## src/rtl/cells_commit.sv

```systemverilog
// rtl/cells_commit.sv - streams next-state RAM into VRAM one cell per clock, clears RAM, overlays brush square
module cells_commit #(
    parameter int ACTIVE_COLUMNS = 640,
    parameter int ACTIVE_ROWS    = 480,
    parameter int ADDR_WIDTH     = $clog2(ACTIVE_COLUMNS * ACTIVE_ROWS),
    parameter int DATA_WIDTH     = 2,
    parameter int BRUSH_RADIUS   = 2
) (
    input  logic                               clk_i,
    input  logic                               reset_i,
    input  logic                               start_i,
    input  logic                               brush_en_i,
    input  logic [$clog2(ACTIVE_COLUMNS)-1:0]  brush_x_i,
    input  logic [$clog2(ACTIVE_ROWS)-1:0]     brush_y_i,
    input  logic [DATA_WIDTH-1:0]              brush_type_i,
    input  logic [DATA_WIDTH-1:0]              ram_rd_data,
    output logic [ADDR_WIDTH-1:0]              ram_rd_address_o,
    output logic [ADDR_WIDTH-1:0]              ram_wr_address_o,
    output logic [DATA_WIDTH-1:0]              ram_wr_data_o,
    output logic                               ram_wr_en_o,
    output logic [ADDR_WIDTH-1:0]              vram_wr_address_o,
    output logic [DATA_WIDTH-1:0]              vram_wr_data_o,
    output logic                               vram_wr_en_o,
    output logic                               busy_o,
    output logic                               done_o
);

    localparam int CW = $clog2(ACTIVE_COLUMNS);
    localparam int RW = $clog2(ACTIVE_ROWS);

    localparam logic [ADDR_WIDTH-1:0] LAST_ADDR = ADDR_WIDTH'(ACTIVE_COLUMNS * ACTIVE_ROWS - 1);
    localparam logic [CW-1:0]         COL_LAST  = CW'(ACTIVE_COLUMNS - 1);
    localparam logic [CW:0]           R_COL     = (CW + 1)'(BRUSH_RADIUS);
    localparam logic [RW:0]           R_ROW     = (RW + 1)'(BRUSH_RADIUS);

    typedef enum logic [1:0] {
        S_IDLE,
        S_COPY,
        S_DONE
    } state_t;

    state_t                  state_q, state_d;
    logic [ADDR_WIDTH-1:0]   addr_q, addr_d;
    logic [CW-1:0]           col_q, col_d;
    logic [RW-1:0]           row_q, row_d;
    logic                    br_en_q, br_en_d;
    logic [CW-1:0]           br_x_q, br_x_d;
    logic [RW-1:0]           br_y_q, br_y_d;
    logic [DATA_WIDTH-1:0]   br_type_q, br_type_d;

    // One extra bit keeps both sides of each comparison free of wrap, so edge squares clip naturally.
    logic [CW:0] col_ext, bx_ext;
    logic [RW:0] row_ext, by_ext;
    logic        in_brush;

    assign col_ext  = {1'b0, col_q};
    assign bx_ext   = {1'b0, br_x_q};
    assign row_ext  = {1'b0, row_q};
    assign by_ext   = {1'b0, br_y_q};
    assign in_brush = br_en_q
                    && (col_ext + R_COL >= bx_ext) && (col_ext <= bx_ext + R_COL)
                    && (row_ext + R_ROW >= by_ext) && (row_ext <= by_ext + R_ROW);

    logic [DATA_WIDTH-1:0] cell_val;

    always_comb begin
        cell_val = ram_rd_data;
        if (in_brush) begin
            if (br_type_q == '0) begin
                cell_val = '0;
            end else if (ram_rd_data == '0) begin
                cell_val = br_type_q;
            end
        end
    end

    always_comb begin
        state_d           = state_q;
        addr_d            = addr_q;
        col_d             = col_q;
        row_d             = row_q;
        br_en_d           = br_en_q;
        br_x_d            = br_x_q;
        br_y_d            = br_y_q;
        br_type_d         = br_type_q;
        ram_rd_address_o  = '0;
        ram_wr_address_o  = '0;
        ram_wr_data_o     = '0;
        ram_wr_en_o       = 1'b0;
        vram_wr_address_o = '0;
        vram_wr_data_o    = '0;
        vram_wr_en_o      = 1'b0;
        busy_o            = 1'b0;
        done_o            = 1'b0;

        case (state_q)
            S_IDLE: begin
                if (start_i) begin
                    br_en_d   = brush_en_i;
                    br_x_d    = brush_x_i;
                    br_y_d    = brush_y_i;
                    br_type_d = brush_type_i;
                    addr_d    = '0;
                    col_d     = '0;
                    row_d     = '0;
                    state_d   = S_COPY;
                end
            end

            S_COPY: begin
                busy_o            = 1'b1;
                vram_wr_en_o      = 1'b1;
                vram_wr_address_o = addr_q;
                vram_wr_data_o    = cell_val;
                ram_wr_en_o       = 1'b1;
                ram_wr_address_o  = addr_q;
                if (addr_q == LAST_ADDR) begin
                    addr_d  = '0;
                    col_d   = '0;
                    row_d   = '0;
                    state_d = S_DONE;
                end else begin
                    ram_rd_address_o = addr_q + 1'b1;
                    addr_d           = addr_q + 1'b1;
                    if (col_q == COL_LAST) begin
                        col_d = '0;
                        row_d = row_q + 1'b1;
                    end else begin
                        col_d = col_q + 1'b1;
                    end
                end
            end

            S_DONE: begin
                done_o  = 1'b1;
                state_d = S_IDLE;
            end

            default: begin
                state_d = S_IDLE;
            end
        endcase
    end

    always_ff @(posedge clk_i or posedge reset_i) begin
        if (reset_i) begin
            state_q   <= S_IDLE;
            addr_q    <= '0;
            col_q     <= '0;
            row_q     <= '0;
            br_en_q   <= 1'b0;
            br_x_q    <= '0;
            br_y_q    <= '0;
            br_type_q <= '0;
        end else begin
            state_q   <= state_d;
            addr_q    <= addr_d;
            col_q     <= col_d;
            row_q     <= row_d;
            br_en_q   <= br_en_d;
            br_x_q    <= br_x_d;
            br_y_q    <= br_y_d;
            br_type_q <= br_type_d;
        end
    end

endmodule

```

## config.mk

```make
export PLATFORM = sky130hd
export DESIGN_NAME = cells_commit
export DESIGN_NICKNAME = d
export VERILOG_FILES = /design/src/rtl/cells_commit.sv
export SDC_FILE = /design/constraint.sdc
export NUM_CORES = 1
export LEC_CHECK = 0
export CAP_MARGIN = 20
export CORE_MARGIN = 1.5
export CORE_UTILIZATION = 53
export DETAILED_ROUTE_END_ITERATION = 16
export GPL_TIMING_DRIVEN = 0
export PLACE_DENSITY = 0.81
export SETUP_SLACK_MARGIN = 0.05
export SYNTH_ARGS = -nofsm -noshare
export SYNTH_HDL_FRONTEND = slang
export SYNTH_SLANG_ARGS = --single-unit
```

## constraint.sdc

```tcl
create_clock -name clk_i -period 4.7 [get_ports clk_i]
set_input_delay 1.41 -clock clk_i [delete_from_list [all_inputs] [get_ports clk_i]]
set_output_delay 1.41 -clock clk_i [all_outputs]
set_load 0.1 [all_outputs]
```

==> flow_summary.ini <==
[logic_synthesis]
async_flop_share_pct = 100
synth_top_cell_by_area = dfrtp_1
synth_fa_ha_area_share_pct = 11.3
synth-seq-cells = 62
synth_top_flop_cell = dfrtp_1
synth-compound-area-share_pct = 16.2
synth_cell_types = 54
yosys.area_share.simple_pct = 21.3
syn-cell-area_um2 = 4770
synth_area_leaders = dfrtp_1, ha_1, xnor2_1, o21ai_0, nand2_1
synth-xor-area-share_pct = 8.64
synth_edf_count = 0
ys_warn_count = 0
syn_avg_cell_area_um2 = 8.73
muxShareOfSynthArea_pct = 1.63
yosysSeqAreaShare_pct = 32.5
synth_top_area_share_pct = 32.5
synth_top_family_by_area = simple AND/OR/NAND/NOR gates
synth_cells = 546

[setup_path]
r2r_cells = 7
cp.depth = 12
crit_top_cell = nand2_1
worstPathRequired_ps = 3290
startpoint_type = register
cpMaxStageDelayCell = o211ai_1
critPathBufInv = 2
critPathMaxStageDelay_ps = 410
cp.arrival_ps = 3320
cp_max_fo = 8
worstSetupPathType = register to output port
cpLargestDelayFamily = compound AO/OA/AOI/OAI gates
critical_path.cell_chain = clkbuf_4 -> and4_2 -> nand2_1 -> xnor2_1 -> ha_1 -> nand2_1 -> o21ai_0 -> a21oi_2 -> o211ai_1 -> a41oi_2 -> a211oi_4 -> buf_12
cp-end-kind = output port

[clock_network]
cts_inserted_buffers = 9
cts.path.max_buffers = 2
clock-sinks = 62
cts_hold_buf = 0
htree_levels = 3
cts-root-buf = clkbuf_8
clock_latency_ps = 350
path_clk_slew_ps = 70
cts_tree = done

[global_routing]
grt_pass1_vias = 4451
grt_util_all_layers_pct = 26.6
grt_max_degree = 34
grt_overflow = 0
antenna_found_initial = 0
grt_first_pass_wirelength_um = 21000

[timing]
fmax_mhz = 211
holdWs_ps = 545
finalSetupViolCount = 1
fin_skew_ps = 8.51
fin_ws_ps = -32.1
timing.slew.headroom_pct = 34.4
setup_tns_ps = -32.1
drv_slew = 0
post-route-period-util_pct = 101
hold_viol = 0
min_period_ps = 4730
rsz0062_at_grt = yes
worst_slew_pin_slew_ps = 981

[worst_hold_path]
hold_path.class = register to register
hold_depth = 1

[die]
io-pin-count = 92
die_area_um2 = 9570
coreArea_um2 = 8720
die_w_um = 97.8
initial_core_util_pct = 54.7
core.rowCount = 34
die_h_um = 97.8

[placement]
routabilityCongestion = 0.914
post-dp-hpwl_um = 9350
place_area_um2 = 5840
portBuffers = 89

[power_and_ir_drop]
combPwrFrac_pct = 59.1
p_leak_nw = 3.06
p_per_area_nw_per_um2 = 541
p_sw_share_pct = 51.4
switching_power_mw = 1.76
p_seq_share_pct = 25.0
p_int_mw = 1.66
p_clk_share_pct = 15.9
irDropWorstVdd_uv = 358
finalPower_mw = 3.42

[final_layout]
area_growth_pct = 32.7
seq_area_um2 = 1550
stdcell_area_um2 = 6320
multi_input_area_um2 = 3020
layout_commonest_cell = dfrtp_1
n_antenna_cell = 0
fin_util_pct = 72.5
layout_common_cells = dfrtp_1, clkdlybuf4s50_1, nand2_1
fin_nets = 727
drive_gt1_share_pct = 17.9
fillCellCount = 637

[outcome]
violations = negative setup slack
outcome = finished, violations left

[detailed_routing]
routed_via_density = 5.96
post_drt_wl_per_cell_um = 17.2
antenna_left = 0
wl_um = 13300
drtIter0Drc = 238
drc_errors = 0
first_pass_iters = 8
vias = 4586

[run]
drv_cap = 0
## path summary, 6_finish.rpt
path	startpoint	endpoint	slack, ps
max reg2reg	addr_q[0]	row_q[8]	2180
min reg2reg	br_type_q[0]	br_type_q[0]	540
max	col_q[4]	vram_wr_data_o[1]	-30
min in group asynchronous	reset_i	row_q[6]	1500
min	br_type_q[0]	br_type_q[0]	540
max in group asynchronous	reset_i	row_q[1]	2570
## stage by stage
step,std cells,setup WS (ps)
final,769,-32.1
after detailed placement,745,-683
after global placement,744,-642
after global routing,769,-143
after CTS,764,37.4
after floorplan,547,139
## power by group through the flow
stage,Sequential [mW],Clock (mW),Combinational [mW]
finish,0.856,0.543,2.02
global route,0.873,0.574,2.15
CTS,0.840,0.546,1.91
detailed placement,0.846,0,1.86
global placement,0.838,0,1.80
floorplan,0.795,0,1.47
## sequential cells by signal, summed over array words and instances (netlist names)
register and flops:
br_x_q 10, addr_q 19, col_q 10, br_type_q 2, row_q 9, br_en_q 1, br_y_q 9, state_q 2
## routing by layer
layer | global-route usage (%) | part of all wire (%) | routed length [um] | vias up
met4 | 10.0 | 3.4 | 449 | 0
li1 | - | - | - | 2121
met2 | 45.8 | 49 | 6520 | 235
met3 | 4.65 | 7.0 | 925 | 42
met1 | 33.5 | 40 | 5360 | 2188
met5 | 0 | 0 | 0 | -
## what timing repair did
action / 4_1_cts / 5_1_grt
cloned: 0 / 0
resized for setup: 70 / 35
buffers inserted: 4 / 5
pin swaps: 8 / 13
setup endpoints to repair: 27 / 17
## layout make-up
type / count / share of cell area [%]
clock inverter: 4 / 1.11
sequential: 62 / 24.6
timing repair buffer: 99 / 15.6
clock buffer: 11 / 2.39
multi-input combinational: 409 / 47.8
inverter: 32 / 1.90
tap: 108 / 2.14
buffer: 44 / 4.55
## cells in the mapped netlist, types with 4 or more instances
library cell / number
clkbuf_1: 14
and3_1: 7
buf_2: 5
a21oi_1: 19
a21o_1: 20
inv_1: 32
xor2_1: 21
o31ai_1: 5
nand2_1: 50
nor2b_1: 5
mux2_2: 6
or3_1: 4
buf_4: 23
o21ai_0: 41
and2_1: 17
nor2_1: 41
dfrtp_1: 62
a41oi_1: 4
nand3_1: 29
xnor2_1: 26
ha_1: 43
nand4_1: 13
nor3_1: 6
a211oi_1: 7
## cell families after synthesis
family / Yosys count
mux: 7
xor+xnor: 47
other cells: 1
fa+ha+maj: 43
simple gates: 193
flops: 62
buf+inv: 76
compound gates: 117
No activity file was read; power rests on OpenSTA's default activity.
